### config.mk
export PLATFORM = sky130hd
export DESIGN_NAME = melody_sequencer
export DESIGN_NICKNAME = d
export VERILOG_FILES = /design/src/rtl/melody_sequencer.sv
export SDC_FILE = /design/constraint.sdc
export NUM_CORES = 1
export LEC_CHECK = 0
export BUFFER_PORTS_ARGS = -buffer_cell sky130_fd_sc_hd__buf_2
export CAP_MARGIN = 10
export CELL_PAD_IN_SITES_DETAIL_PLACEMENT = 0
export CELL_PAD_IN_SITES_GLOBAL_PLACEMENT = 1
export CORE_ASPECT_RATIO = 1.1
export CORE_MARGIN = 2
export CORE_UTILIZATION = 52
export CTS_BUF_LIST = sky130_fd_sc_hd__clkbuf_4 sky130_fd_sc_hd__clkbuf_8
export CTS_CLUSTER_SIZE = 30
export DETAILED_ROUTE_END_ITERATION = 8
export GPL_TIMING_DRIVEN = 0
export PLACE_DENSITY = 0.95
export RECOVER_POWER = 25
export SYNTH_ARGS = -nofsm -noshare
export SYNTH_HDL_FRONTEND = slang
export SYNTH_SLANG_ARGS = --single-unit
### constraint.sdc
create_clock -name clk -period 16.05 [get_ports clk]
set_input_delay 4.815 -clock clk [delete_from_list [all_inputs] [get_ports clk]]
set_output_delay 4.815 -clock clk [all_outputs]
set_load 0.03 [all_outputs]
### src/rtl/melody_sequencer.sv
// Melody player: walks note words from an external ROM, times the silent gap and
// tone phases of each note, and drives a square-wave tone plus one-hot degree lights.
module melody_sequencer #(
   parameter int SONG_W      = 2,
   parameter int ADDR_W      = 6,
   parameter int UNIT_CYCLES = 12500000,
   parameter int GAP_CYCLES  = 2500000,
   parameter int TONE_SHIFT  = 0
) (
   input  logic                     clk,
   input  logic                     rst,
   input  logic [SONG_W-1:0]        song_sel,
   input  logic                     start,
   input  logic                     stop,
   input  logic                     skip,
   input  logic                     pause,
   input  logic                     loop_en,
   output logic [SONG_W+ADDR_W-1:0] rom_addr,
   input  logic [7:0]               rom_data,
   output logic                     pwm,
   output logic [6:0]               lights,
   output logic                     is_high,
   output logic                     is_low,
   output logic                     busy,
   output logic                     done,
   output logic [ADDR_W-1:0]        note_idx
);
   localparam int CNT_W  = $clog2(8 * UNIT_CYCLES + 1);
   localparam int HALF_W = 18;

   typedef enum logic [2:0] {IDLE, FETCH, WAIT, GAP, PLAY} state_t;

   state_t                   state_reg;
   logic [SONG_W-1:0]        song_reg;
   logic [ADDR_W-1:0]        note_idx_reg;
   logic [SONG_W+ADDR_W-1:0] rom_addr_reg;
   logic                     past_end_reg;
   logic [CNT_W-1:0]         note_cnt_reg;
   logic [CNT_W-1:0]         play_len_reg;
   logic [HALF_W-1:0]        tone_cnt_reg;
   logic [HALF_W-1:0]        half_reg;
   logic                     tone_level_reg;
   logic                     note_rest_reg;
   logic                     note_hi_reg;
   logic                     note_lo_reg;
   logic [6:0]               note_lights_reg;
   logic                     pwm_reg;
   logic [6:0]               lights_reg;
   logic                     is_high_reg;
   logic                     is_low_reg;
   logic                     busy_reg;
   logic                     done_reg;

   function automatic logic [HALF_W-1:0] half_base(input logic [1:0] oct, input logic [2:0] deg);
      logic [HALF_W-1:0] h;
      h = '0;
      case ({oct, deg})
         5'b01_001: h = 18'd190840;
         5'b01_010: h = 18'd170068;
         5'b01_011: h = 18'd151515;
         5'b01_100: h = 18'd143266;
         5'b01_101: h = 18'd127551;
         5'b01_110: h = 18'd113636;
         5'b01_111: h = 18'd101215;
         5'b10_001: h = 18'd95602;
         5'b10_010: h = 18'd85179;
         5'b10_011: h = 18'd75873;
         5'b10_100: h = 18'd71633;
         5'b10_101: h = 18'd63776;
         5'b10_110: h = 18'd56818;
         5'b10_111: h = 18'd50607;
         5'b11_001: h = 18'd47801;
         5'b11_010: h = 18'd42553;
         5'b11_011: h = 18'd37936;
         5'b11_100: h = 18'd35791;
         5'b11_101: h = 18'd31888;
         5'b11_110: h = 18'd28409;
         5'b11_111: h = 18'd25304;
         default:   h = '0;
      endcase
      return h;
   endfunction

   // Decode of the word on rom_data; only meaningful while in WAIT.
   logic [6:0]        dec_onehot;
   logic              dec_rest;
   logic              dec_end;
   logic [6:0]        dec_lights;
   logic              dec_hi;
   logic              dec_lo;
   logic [HALF_W-1:0] dec_half;
   logic [CNT_W-1:0]  dec_play_len;

   genvar gi;
   generate
      for (gi = 0; gi < 7; gi++) begin : g_deg
         assign dec_onehot[gi] = (rom_data[5:3] == 3'(7 - gi));
      end
   endgenerate

   assign dec_rest     = (rom_data[7:6] == 2'b00) || (rom_data[5:3] == 3'd0);
   assign dec_end      = past_end_reg || (rom_data == 8'h00);
   assign dec_lights   = dec_rest ? 7'd0 : dec_onehot;
   assign dec_hi       = !dec_rest && (rom_data[7:6] == 2'b11);
   assign dec_lo       = !dec_rest && (rom_data[7:6] == 2'b01);
   assign dec_half     = half_base(rom_data[7:6], rom_data[5:3]) >> TONE_SHIFT;
   assign dec_play_len = CNT_W'((int'(rom_data[2:0]) + 1) * UNIT_CYCLES - GAP_CYCLES);

   // PLAY entry straight from WAIT (zero gap) must use the word still on rom_data.
   logic [6:0]        ent_lights;
   logic              ent_hi;
   logic              ent_lo;
   assign ent_lights = (state_reg == WAIT) ? dec_lights : note_lights_reg;
   assign ent_hi     = (state_reg == WAIT) ? dec_hi     : note_hi_reg;
   assign ent_lo     = (state_reg == WAIT) ? dec_lo     : note_lo_reg;

   logic [ADDR_W-1:0] idx_inc;
   logic              tone_wrap;
   logic              advance;
   assign idx_inc   = note_idx_reg + 1'b1;
   assign tone_wrap = ({1'b0, tone_cnt_reg} + 19'd1) >= {1'b0, half_reg};

   always_comb begin
      advance = 1'b0;
      if ((state_reg == GAP || state_reg == PLAY) && skip)
         advance = 1'b1;
      else if (state_reg == PLAY && !pause && note_cnt_reg == play_len_reg - 1'b1)
         advance = 1'b1;
   end

   always_ff @(posedge clk) begin
      if (rst) begin
         state_reg       <= IDLE;
         song_reg        <= '0;
         note_idx_reg    <= '0;
         rom_addr_reg    <= '0;
         past_end_reg    <= 1'b0;
         note_cnt_reg    <= '0;
         play_len_reg    <= '0;
         tone_cnt_reg    <= '0;
         half_reg        <= '0;
         tone_level_reg  <= 1'b0;
         note_rest_reg   <= 1'b0;
         note_hi_reg     <= 1'b0;
         note_lo_reg     <= 1'b0;
         note_lights_reg <= '0;
         pwm_reg         <= 1'b0;
         lights_reg      <= '0;
         is_high_reg     <= 1'b0;
         is_low_reg      <= 1'b0;
         busy_reg        <= 1'b0;
         done_reg        <= 1'b0;
      end else begin
         done_reg <= 1'b0;
         if (stop) begin
            state_reg      <= IDLE;
            note_idx_reg   <= '0;
            rom_addr_reg   <= '0;
            past_end_reg   <= 1'b0;
            note_cnt_reg   <= '0;
            tone_cnt_reg   <= '0;
            tone_level_reg <= 1'b0;
            pwm_reg        <= 1'b0;
            lights_reg     <= '0;
            is_high_reg    <= 1'b0;
            is_low_reg     <= 1'b0;
            busy_reg       <= 1'b0;
         end else if (start) begin
            state_reg      <= FETCH;
            song_reg       <= song_sel;
            note_idx_reg   <= '0;
            rom_addr_reg   <= {song_sel, {ADDR_W{1'b0}}};
            past_end_reg   <= 1'b0;
            note_cnt_reg   <= '0;
            tone_cnt_reg   <= '0;
            tone_level_reg <= 1'b0;
            pwm_reg        <= 1'b0;
            lights_reg     <= '0;
            is_high_reg    <= 1'b0;
            is_low_reg     <= 1'b0;
            busy_reg       <= 1'b1;
         end else if (advance) begin
            state_reg    <= FETCH;
            note_cnt_reg <= '0;
            pwm_reg      <= 1'b0;
            lights_reg   <= '0;
            is_high_reg  <= 1'b0;
            is_low_reg   <= 1'b0;
            // Past the last slot: refetch in place and treat the result as the end marker.
            if (note_idx_reg == {ADDR_W{1'b1}}) begin
               past_end_reg <= 1'b1;
            end else begin
               note_idx_reg <= idx_inc;
               rom_addr_reg <= {song_reg, idx_inc};
            end
         end else begin
            case (state_reg)
               FETCH: state_reg <= WAIT;
               WAIT: begin
                  if (dec_end) begin
                     past_end_reg <= 1'b0;
                     if (loop_en) begin
                        state_reg    <= FETCH;
                        note_idx_reg <= '0;
                        rom_addr_reg <= {song_reg, {ADDR_W{1'b0}}};
                     end else begin
                        state_reg <= IDLE;
                        busy_reg  <= 1'b0;
                        done_reg  <= 1'b1;
                     end
                  end else begin
                     note_lights_reg <= dec_lights;
                     note_hi_reg     <= dec_hi;
                     note_lo_reg     <= dec_lo;
                     note_rest_reg   <= dec_rest;
                     half_reg        <= dec_half;
                     play_len_reg    <= dec_play_len;
                     note_cnt_reg    <= '0;
                     if (GAP_CYCLES == 0) begin
                        state_reg      <= PLAY;
                        tone_cnt_reg   <= '0;
                        tone_level_reg <= 1'b0;
                        pwm_reg        <= 1'b0;
                        lights_reg     <= ent_lights;
                        is_high_reg    <= ent_hi;
                        is_low_reg     <= ent_lo;
                     end else begin
                        state_reg <= GAP;
                     end
                  end
               end
               GAP: begin
                  if (!pause) begin
                     if (note_cnt_reg == CNT_W'(GAP_CYCLES - 1)) begin
                        state_reg      <= PLAY;
                        note_cnt_reg   <= '0;
                        tone_cnt_reg   <= '0;
                        tone_level_reg <= 1'b0;
                        pwm_reg        <= 1'b0;
                        lights_reg     <= ent_lights;
                        is_high_reg    <= ent_hi;
                        is_low_reg     <= ent_lo;
                     end else begin
                        note_cnt_reg <= note_cnt_reg + 1'b1;
                     end
                  end
               end
               PLAY: begin
                  if (pause) begin
                     pwm_reg     <= 1'b0;
                     lights_reg  <= '0;
                     is_high_reg <= 1'b0;
                     is_low_reg  <= 1'b0;
                  end else begin
                     note_cnt_reg <= note_cnt_reg + 1'b1;
                     lights_reg   <= note_lights_reg;
                     is_high_reg  <= note_hi_reg;
                     is_low_reg   <= note_lo_reg;
                     if (tone_wrap) begin
                        tone_cnt_reg   <= '0;
                        tone_level_reg <= ~tone_level_reg;
                        pwm_reg        <= ~tone_level_reg & ~note_rest_reg;
                     end else begin
                        tone_cnt_reg <= tone_cnt_reg + 1'b1;
                        pwm_reg      <= tone_level_reg & ~note_rest_reg;
                     end
                  end
               end
               default: ;
            endcase
         end
      end
   end

   assign rom_addr = rom_addr_reg;
   assign pwm      = pwm_reg;
   assign lights   = lights_reg;
   assign is_high  = is_high_reg;
   assign is_low   = is_low_reg;
   assign busy     = busy_reg;
   assign done     = done_reg;
   assign note_idx = note_idx_reg;

endmodule

# Yosys cells after proc, flatten, opt, wreduce, memory -nomap -nowiden
# Memory sizes are Yosys's and may differ from the RTL's. A register that Yosys moved wholly into a read port is not among the register bits.
# Cells that the tools add are included.
word_totals:
  inputBits: 17
  mem_bits_ro: 576
  output_inout_bits: 26
  mem_count: 1
  ff_bits: 115
  wordCells: 173
memory_table:
  columns: ["name", "words", "width", "read_ports", "rd_clocked_by_memory_dff", "wr", "line", "rtl"]
  rows:
  - ["(name not given)", 32, 18, 1, 1, 0, "57", "case ({oct, deg})"]
op_classes:
  n_eq_ne: 28
  order_cmp: 1
  multipliers: 1
  addsub: 7
  n_reduce_logical: 41
  n_bitwise: 9
  mux: 64
ops:
  columns: ["cell", "count"]
  rows:
  - ["2-to-1 mux 27 bit", 4]
  - ["case mux 27 bit (3 select lines)", 1]
  - ["2-to-1 mux 18 bit", 4]
  - ["2-to-1 mux 8 bit", 6]
  - ["case mux 18 bit (2 select lines)", 1]
  - ["2-to-1 mux 7 bit", 5]
  - ["2-to-1 mux 6 bit", 5]
  - ["2-to-1 mux 1 bit", 29]
  - ["adder 27 x 1 -> 27 bit (second input constant)", 1]
  - ["== test 27 x 22 -> 1 bit (second input constant)", 1]
  - ["== test 27 bit", 1]
  - ["subtractor 27 x 1 -> 27 bit (second input constant)", 1]
  - ["subtractor 27 x 22 -> 27 bit (second input constant)", 1]
  - ["multiplier 4 x 19 -> 22 bit (second input constant)", 1]
  - ["adder 18 x 1 -> 19 bit (second input constant)", 1]
  - [">= comparator 19 x 18 -> 1 bit", 1]
  - ["adder 18 x 1 -> 18 bit (second input constant)", 1]
  - ["AND reduction 4 bit", 4]
  - ["== test 3 bit (second input constant)", 5]
  - ["nonzero test 3 bit", 5]
  - ["inequality test 2 bit (second input constant)", 7]
  - ["case mux 7 bit (2 select lines)", 1]
  - ["== test 3 x 2 -> 1 bit (second input constant)", 4]
  - ["AND reduction 3 bit", 4]
  - ["other kinds (30)", 57]

# Longest topological paths before layout
# Gate-level depths: netlist of the first run.
logic_depth:
  ltp_word: 8
  ltp_mapped: 18
  depth_no_buf: 16

# Least setup slack after synthesis of the first run
# No wires, ideal clock.
synth_timing:
  path_type: "in2reg"
  startpoint: "in rom_data[0]"
  endpoint: "reg play_len_reg[26]"
  arrival_time_ns: 9.684
  required_time_ns: 15.964
  stages: 17
  n_path_buf: 2
  setup_slack_ns: 6.280
  setup_time_ns: 0.086
  path_cell_list: "clkbuf_1 inv_1 ha_1 clkbuf_1 inv_1 fa_1 inv_1 fa_1 ha_1 and3_1 a2111oi_0 o21ai_0 a31oi_1 xor2_1 o2111ai_1 xnor2_1 a211oi_1"
synth_via:
  elab_chain_len: 4
  word_cells_on_any_way: 7
  classes_between: "add/sub: 2; mul: 1; bitwise: 1; reduce/logical: 3"
synth_rtl:
  columns: ["element", "line", "rtl"]
  rows:
  - ["start: declaration", "19", "input logic [7:0] rom_data,"]
  - ["branches (longest 4 deep; another with subtractor 27 x 22 -> 27 bit)", null, null]
  - ["end signal: assignment", "217", "play_len_reg <= dec_play_len;"]
  - ["end: declaration", "39", "logic [CNT_W-1:0] play_len_reg;"]
# Parallel ways; which one is timed is not known.
# A chain may end at the register's enable or synchronous reset.

# Final worst setup path of the first run
# Ends and elaborated chain as after synthesis.

==> out/results.txt, run 1 <==
Worst-Margin Slew: 1.09 ns
final setup fails: 0
share of layout cells above drive strength 1: 0.0630
DR iter-0 viols: 645
hold path cells: 2
hold crit path type: register to register
Final ANT Viol Nets: 0
Cell Area, Synth: 8580 µm²
Post-CTS Setup Inserts: 0
Crit Path Category: input pin to register
Core Area: 16200 µm²
WP data required: 16.42 ns
Critical-path top delay cell: a2111oi_0
die height: 139 µm
Die W: 126 µm
Fillers: 1619
EDFF count, synth: 0
synth top area cells: dfxtp_1 (28%), ha_1 (7.7%), nor2_1 (5.5%), nand2_1 (4.7%), a21oi_1 (4.7%)
largest net degree at the start of global routing: 17
antenna violations before repair: 1
Unique masters post-synth: 76
run status: complete, no violations
# port buffers: 41
Worst-path clk slew: 0.07 ns
global placer's final weighted congestion: 0.969
P_sw: 0.230 mW
Yosys top cell by area: dfxtp_1
syn_area_per_cell: 7.78 µm²
crit path DAT: 10.70 ns
Switching Share: 0.316
most common cell after layout, fill and taps aside: nor2_1
fin nets: 1243
fraction of registers with async set/reset: 0
RSZ-0062 raised after global routing: false
area grow syn2layout: 8.87%
P_int: 0.498 mW
dpl hpwl: 17.8 mm
pins over their slew limit: 0
Max FO, Critical Path: 9
CTS tree: yes
LEAKAGE: 3.50 nW
syn_nets: 1182
hold buffers post-CTS: 0
H-tree Lvls: 4
most frequent cells in the layout: nor2_1 (125), dfxtp_1 (122), nand2_1 (108), clkbuf_1 (85), a21oi_1 (80)
CP endpoint kind: register
post-layout util: 0.575
Max Root-Sink Buffers: 2
Synth Instances: 1103
Ys Warns: 0
FF-to-FF path depth: 17
DRT Pass-1 Iters: 5
Routed WL: 23.4 mm
DR WL/cell: 16.9 µm
combinational share of power: 0.242
grt ovf: 0
# DRC: 0
critical-path cell list: clkbuf_1, clkbuf_1, inv_1, ha_1, clkbuf_1, inv_1, fa_1, inv_1, fa_1, ha_1, and3_1, a2111oi_0, buf_1, o21ai_0, a31oi_1, xor2_1, o2111ai_1, xnor2_1, a211oi_1
initial core utilization: 0.528
Clk pwr share: 0.340
Sum Neg Setup Slack: 0 ns
DR vias: 8358
period utilization: 0.643
vias in the first global route: 7603
register area share after synthesis: 0.285
max incr delay on CP: 0.67 ns
max cap viols: 0
GRT Util Overall: 0.268
Peak VDD IR: 0.0534 mV
CTS Buf Count: 17
row count: 49
vias per inst: 6.06
IO Pins: 43
first-pass GRT wire length: 38.4 mm
final hold vios: 0
clock latency on the worst-skew pair: 0.46 ns
Worst setup SP type: input pin
Pwr Density: 78.0 nW/µm²
Seq cells post-synth: 122
die area: 17500 µm²
max reg flops: 27
clock sinks: 122
sequential power share: 0.418
post-layout power: 0.728 mW
fmax: 0.0968 GHz
max_slew headroom: 0.262
clock root cell: clkbuf_8
CTS-repair resized insts: 0
main flop type after synthesis: dfxtp_1
Synth top area share: 0.285
# diodes: 0
minimum clock period: 10.33 ns
skew final: 0.0133 ns
hold_ws: 0.454 ns
## worst paths after layout
path	startpoint	to	slack (ns)
setup / recovery	rom_data[0]	play_len_reg[26]	5.72
hold / removal	note_lights_reg[2]	note_lights_reg[2]	0.45
setup reg to reg	tone_cnt_reg[0]	tone_cnt_reg[2]	11.48
hold reg to reg	note_lights_reg[2]	note_lights_reg[2]	0.45
## final cells by class
type                       count  area, µm²  share of cell area
multi-input combinational    866       5670               0.607
sequential                   122       2440               0.262
clock buffer                  27        328              0.0351
buffer                        68        283              0.0303
tap                          204        255              0.0273
inverter                      47        176              0.0189
timing repair buffer          42        174              0.0186
clock inverter                 3       15.0             0.00161
## power groups by stage
stage                     logic (mW)  clock network, mW  registers, mW
after detailed placement       0.174                  0          0.312
after global placement         0.171                  0          0.312
final                          0.176              0.247          0.305
after floorplan                0.133                  0          0.312
after global routing           0.197              0.264          0.305
after CTS                      0.175              0.249          0.305
## cell usage after synthesis (7+ instances only)
cell and instances:
xor2_1 39, dfxtp_1 122, a32o_1 13, fa_1 9, nor3_1 25, o211ai_1 11
nand3_1 35, clkbuf_1 56, nand2b_1 10, a21o_1 12, nor4_1 11, a21oi_1 80
ha_1 53, o21ai_0 53, xnor2_1 39, and2_1 7, inv_1 47, and3_1 16
o21a_1 7, nand4_1 25, or2_2 10, a22oi_1 10, a211oi_1 30, nand2_1 108
a31oi_1 7, mux2i_1 8, nor2b_1 17, nor2_1 125
## kinds of logic after synthesis
kind of cell	share of synthesized area
buffers and inverters	0.0537
adders and majority gates	0.0983
xor gates and xnor gates	0.0796
and+or+nand+nor	0.250
muxes	0.00934
DFF	0.285
AOI/OAI and AO/OA	0.224
## worst max-delay path: cells and delay by family
kind	cells	cell delay, ns
xor+xnor	2	0.60
compound gates	5	1.47
buf+inv	7	1.95
fa+ha+maj	4	1.65
simple gates	1	0.20
## metal layers
| metal | part of all wire | global-route usage |
|---|---|---|
| met1 | 0.46 | 0.368 |
| met3 | 0.066 | 0.0559 |
| met2 | 0.46 | 0.422 |
| met5 | 0.00056 | 0 |
| met4 | 0.019 | 0.0810 |
## per-stage QoR
step / instance area (µm²) / cells / worst slack (ns)
global placement: 9040 / 1348 / 5.09
global route: 9340 / 1379 / 5.28
CTS: 9390 / 1379 / 5.95
floorplan: 8580 / 1103 / 6.28
finish: 9340 / 1379 / 5.72
detailed placement: 9040 / 1349 / 5.49
Note: power is estimated with default switching activity, not from simulation.
==> inputs of run 2 (changes only) <==
CORE_UTILIZATION = 48   (was 52)
PLACE_DENSITY = 0.9   (was 0.95)
clock period = 9.85 ns   (was 16.05 ns; I/O delays follow)
==> run 2 against run 1 <==
Effect of this change:
- critical path depth is the same
- die area rose by 8.1%
- design area grew 1.7%
- register-to-register slack got worse by 6.4 ns
- critical path type unchanged
- critical endpoint unchanged
- largest power group is now the clock network
==> out/results.txt, run 2 (synthesis gave the netlist of run 1 again) <==
run status: complete, no violations
RSZ-0062 raised after global routing: false
share of layout cells above drive strength 1: 0.0646
final setup fails: 0
pins over their slew limit: 0
Final ANT Viol Nets: 0
most frequent cells in the layout: nor2_1 (125), dfxtp_1 (122), nand2_1 (108), clkbuf_1 (85), a21oi_1 (80)
beginning of the worst hold path: note_lights_reg[3]
clock root cell: clkbuf_8
global placer's final weighted congestion: 0.918
fin nets: 1243
vias per inst: 5.80
Worst-Margin Slew: 1.06 ns
RR Startpoint: tone_cnt_reg[0]
final hold vios: 0
CTS-repair resized insts: 0
Clk pwr share: 0.394
grt ovf: 0
post-layout power: 1.29 mW
max_slew headroom: 0.283
CTS Buf Count: 17
Multi-input gate area: 5670 µm²
Worst setup SP type: input pin
Critical-path top delay cell: a2111oi_0
DR WL/cell: 16.7 µm
H-tree Lvls: 4
Max Root-Sink Buffers: 2
row count: 51
WHS Endpoint: note_lights_reg[3]
P_sw: 0.381 mW
first-pass GRT wire length: 38.6 mm
Pwr Density: 136 nW/µm²
IO Pins: 43
GRT Util Overall: 0.252
DR vias: 8212
largest net degree at the start of global routing: 17
critical path depth: 19
Crit path max-delay family: buffers and inverters
Switching Share: 0.295
CP Buf/Inv Count: 7
antenna violations before repair: 1
critical-path cell list: clkbuf_1, clkbuf_1, inv_1, ha_1, clkbuf_1, inv_1, fa_1, inv_1, fa_1, ha_1, and3_1, a2111oi_0, buf_1, o21ai_0, a31oi_1, xor2_1, o2111ai_1, xnor2_1, a211oi_1
crit path DAT: 8.84 ns
Sum Neg Setup Slack: 0 ns
hold crit path type: register to register
Crit Path Category: input pin to register
Max FO, Critical Path: 9
most common cell after layout, fill and taps aside: nor2_1
skew final: 0.0142 ns
# port buffers: 41
CP endpoint kind: register
die height: 144 µm
Worst-path clk slew: 0.07 ns
DR iter-0 viols: 676
Routed WL: 23.6 mm
initial core utilization: 0.487
max cap viols: 0
dpl hpwl: 18.1 mm
area grow syn2layout: 10.7%
Die W: 131 µm
WP data required: 10.23 ns
vias in the first global route: 7493
# DRC: 0
minimum clock period: 8.46 ns
DP Worst Slack: 1.11 ns
combinational share of power: 0.221
max incr delay on CP: 0.67 ns
fmax: 0.118 GHz
setup slack, reg-to-reg: 5.12 ns
hold path cells: 2
Peak VDD IR: 0.112 mV
Storage cell area: 2440 µm²
Post-CTS Setup Inserts: 0
CTS tree: yes
clock latency on the worst-skew pair: 0.47 ns
max reg flops: 27
Core Area: 17600 µm²
post-layout util: 0.539
clock sinks: 122
DRT Pass-1 Iters: 6
period utilization: 0.859
LEAKAGE: 3.55 nW
die area: 19000 µm²
Setup WS post-layout: 1.39 ns
P_int: 0.909 mW
sequential power share: 0.385
FF-to-FF path depth: 17
RR Endpoint: tone_cnt_reg[2]
# diodes: 0
hold buffers post-CTS: 0
Fillers: 1745
==> run 2: changes by cell type in the layout (fill, tap and decap cells not counted) <==
cell       change
clkbuf_4       -6
clkbuf_8       +5
bufinv_16      +3
==> run 2: worst register-to-register path: cells and delay by family (launching register included) <==
kind	cells	cell delay [ns]
muxes	1	0.12
DFF	1	0.49
xor gates and xnor gates	1	0.22
adders and majority gates	2	0.60
buffers and inverters	1	0.45
and+or+nand+nor	6	1.09
AOI/OAI and AO/OA	6	1.71
==> run 2: routing by layer <==
| metal | up-vias | GRT usage | wire length, µm |
|---|---|---|---|
| li1 | 4117 | - | - |
| met1 | 3823 | 0.341 | 11300 |
| met2 | 226 | 0.411 | 10700 |
| met3 | 44 | 0.0354 | 1140 |
| met4 | 2 | 0.0898 | 497 |
| met5 | - | 0 | 13 |
==> run 2: stage by stage <==
stage / hold slack [ns] / cells / area, µm²
2_1_floorplan: 0.432 / 1103 / 8580
3_3_place_gp: 0.438 / 1382 / 9080
3_5_place_dp: 0.448 / 1383 / 9080
4_1_cts: 0.457 / 1415 / 9540
5_1_grt: 0.478 / 1415 / 9500
6_report: 0.454 / 1415 / 9500
==> run 2: area by class of cell <==
| class | count | area share |
|---|---|---|
| repair buffers | 42 | 0.0183 |
| inverters | 47 | 0.0186 |
| clock inverters | 6 | 0.0111 |
| clock buffers | 26 | 0.0370 |
| plain buffers | 68 | 0.0298 |
| flip-flops and latches | 122 | 0.257 |
| well taps | 238 | 0.0314 |
| multi-input cells | 866 | 0.597 |
==> run 2: how the worst max path moves through the flow <==
stage	startpoint	endpoint	slack, ns
final	rom_data[0]	play_len_reg[26]	1.39
after global routing	rom_data[0]	play_len_reg[26]	0.85
after CTS	rom_data[0]	play_len_reg[26]	1.60
after detailed placement	rom_data[0]	play_len_reg[26]	1.11
after global placement	rom_data[0]	play_len_reg[26]	0.73
after floorplan	rom_data[0]	play_len_reg[26]	1.94
==> run 2: power groups by stage <==
stage,combinational (mW),sequential [mW],clock [mW]
after floorplan,0.216,0.508,0
after global placement,0.279,0.508,0
after detailed placement,0.282,0.508,0
after CTS,0.283,0.497,0.511
after global routing,0.319,0.496,0.537
final,0.285,0.497,0.508
==> inputs of run 3 (changes only) <==
==> constraint.sdc (replaced) <==
create_clock -name clk -period 9.85 [get_ports clk]
set_input_delay 0.985 -clock clk [delete_from_list [all_inputs] [get_ports clk]]
set_output_delay 0.985 -clock clk [all_outputs]
set_load 0.03 [all_outputs]
==> run 3 against run 2 <==
Effect of this change:
- global-route usage stayed put
- register-to-register slack better by 0.02 ns
- count of clock-buffer cells in the layout stayed put
- worst setup slack better by 2.0 ns
- non-clock buffer count stayed put
- final cell count stayed put
- clock skew is 0.0024 ns lower
- design area is 0.13% higher
- highest routed layer unchanged
- flip-flop and latch count stayed put
- sequential power hardly changed
==> out/results.txt, run 3 (synthesis gave the netlist of run 1 again) <==
run status: complete, no violations
Peak VDD IR: 0.112 mV
RSZ-0062 raised after global routing: false
first-pass GRT wire length: 38.6 mm
DR iter-0 viols: 674
Sum Neg Setup Slack: 0 ns
RR Startpoint: tone_cnt_reg[0]
WP data required: 10.22 ns
dpl hpwl: 18.1 mm
GRT Util Overall: 0.252
minimum clock period: 6.50 ns
CTS-repair resized insts: 0
fin nets: 1243
CTS tree: yes
# port buffers: 41
beginning of the worst hold path: note_lights_reg[3]
Max FO, Critical Path: 9
CP endpoint kind: register
LEAKAGE: 3.56 nW
final setup fails: 0
largest net degree at the start of global routing: 17
grt ovf: 0
Post-CTS Setup Inserts: 0
hold crit path type: register to register
vias per inst: 5.81
clock latency on the worst-skew pair: 0.46 ns
area grow syn2layout: 10.8%
Crit Path Category: input pin to register
max_slew headroom: 0.353
DRT Pass-1 Iters: 5
clock sinks: 122
share of layout cells above drive strength 1: 0.0680
max reg flops: 27
Critical Path Source: rom_data[0]
vias in the first global route: 7493
hold buffers post-CTS: 0
period utilization: 0.660
clock root cell: clkbuf_8
H-tree Lvls: 4
most frequent cells in the layout: nor2_1 (125), dfxtp_1 (122), nand2_1 (108), clkbuf_1 (83), a21oi_1 (80)
final hold vios: 0
die height: 144 µm
# DRC: 0
post-layout power: 1.29 mW
most common cell after layout, fill and taps aside: nor2_1
crit path DAT: 6.87 ns
DR WL/cell: 16.7 µm
Pwr Density: 136 nW/µm²
die area: 19000 µm²
Routed WL: 23.6 mm
Max Root-Sink Buffers: 2
fmax: 0.154 GHz
pins over their slew limit: 0
Final ANT Viol Nets: 0
global placer's final weighted congestion: 0.918
antenna violations before repair: 1
DR vias: 8217
CTS Buf Count: 17
initial core utilization: 0.487
row count: 51
Die W: 131 µm
Worst-path clk slew: 0.07 ns
IO Pins: 43
Worst-Margin Slew: 0.970 ns
# diodes: 0
Core Area: 17600 µm²
skew final: 0.0118 ns
max cap viols: 0
Worst setup SP type: input pin
==> run 3: cell count changes in the layout (fill, tap and decap cells not counted), sizes merged <==
cell	delta
clkbuf	-2
buf	+2
==> run 3: report_power, final <==
part	internal [mW]	switching, mW	total (mW)
Clock	0.306	0.201	0.507
Sequential	0.495	0.00153	0.497
Combinational	0.108	0.178	0.285
==> run 3: final cells by class <==
| cell class | instances | area [µm²] |
|---|---|---|
| repair buffers | 42 | 175 |
| multi-input cells | 866 | 5680 |
| clock inverters | 6 | 105 |
| plain buffers | 68 | 284 |
| well taps | 238 | 298 |
| fillers | 1739 | 8100 |
| inverters | 47 | 176 |
| clock buffers | 26 | 352 |
| flip-flops and latches | 122 | 2440 |
==> run 3: per-layer routing <==
| metal | global-route usage | vias to the layer above | share of wire |
|---|---|---|---|
| li1 | - | 4112 | - |
| met1 | 0.341 | 3832 | 0.47 |
| met2 | 0.411 | 230 | 0.46 |
| met3 | 0.0354 | 41 | 0.049 |
| met4 | 0.0898 | 2 | 0.020 |
| met5 | 0 | - | 0.00055 |
==> run 3: worst max-delay path, stage by stage <==
cell and delay (ns):
clkbuf_1 0.34, clkbuf_1 0.39, inv_1 0.31, ha_1 0.45
clkbuf_1 0.35, inv_1 0.16, fa_1 0.42, inv_1 0.18
fa_1 0.47, ha_1 0.34, and3_1 0.19, a2111oi_0 0.67
buf_1 0.23, o21ai_0 0.15, a31oi_1 0.23, xor2_1 0.41
o2111ai_1 0.20, xnor2_1 0.18, a211oi_1 0.22
==> run 3: per-stage QoR <==
step | setup slack, ns | instance area, µm² | instances | util | hold WS (ns)
2_1_floorplan | 3.91 | 8580 | 1103 | - | 0.432
4_1_cts | 3.57 | 9540 | 1415 | 0.542 | 0.457
3_5_place_dp | 3.08 | 9080 | 1383 | 0.516 | 0.448
6_report | 3.35 | 9510 | 1415 | 0.540 | 0.455
5_1_grt | 2.82 | 9510 | 1415 | 0.540 | 0.478
3_3_place_gp | 2.70 | 9080 | 1382 | 0.516 | 0.438
==> run 3: path summary, 6_finish.rpt <==
| kind | cells past startpoint | to | slack (ns) |
|---|---|---|---|
| worst min-delay path | 2 | note_lights_reg[3] | 0.45 |
| worst max register to register | 17 | tone_cnt_reg[2] | 5.14 |
| worst max-delay path | 19 | play_len_reg[26] | 3.35 |
| worst min register to register | 2 | note_lights_reg[3] | 0.45 |
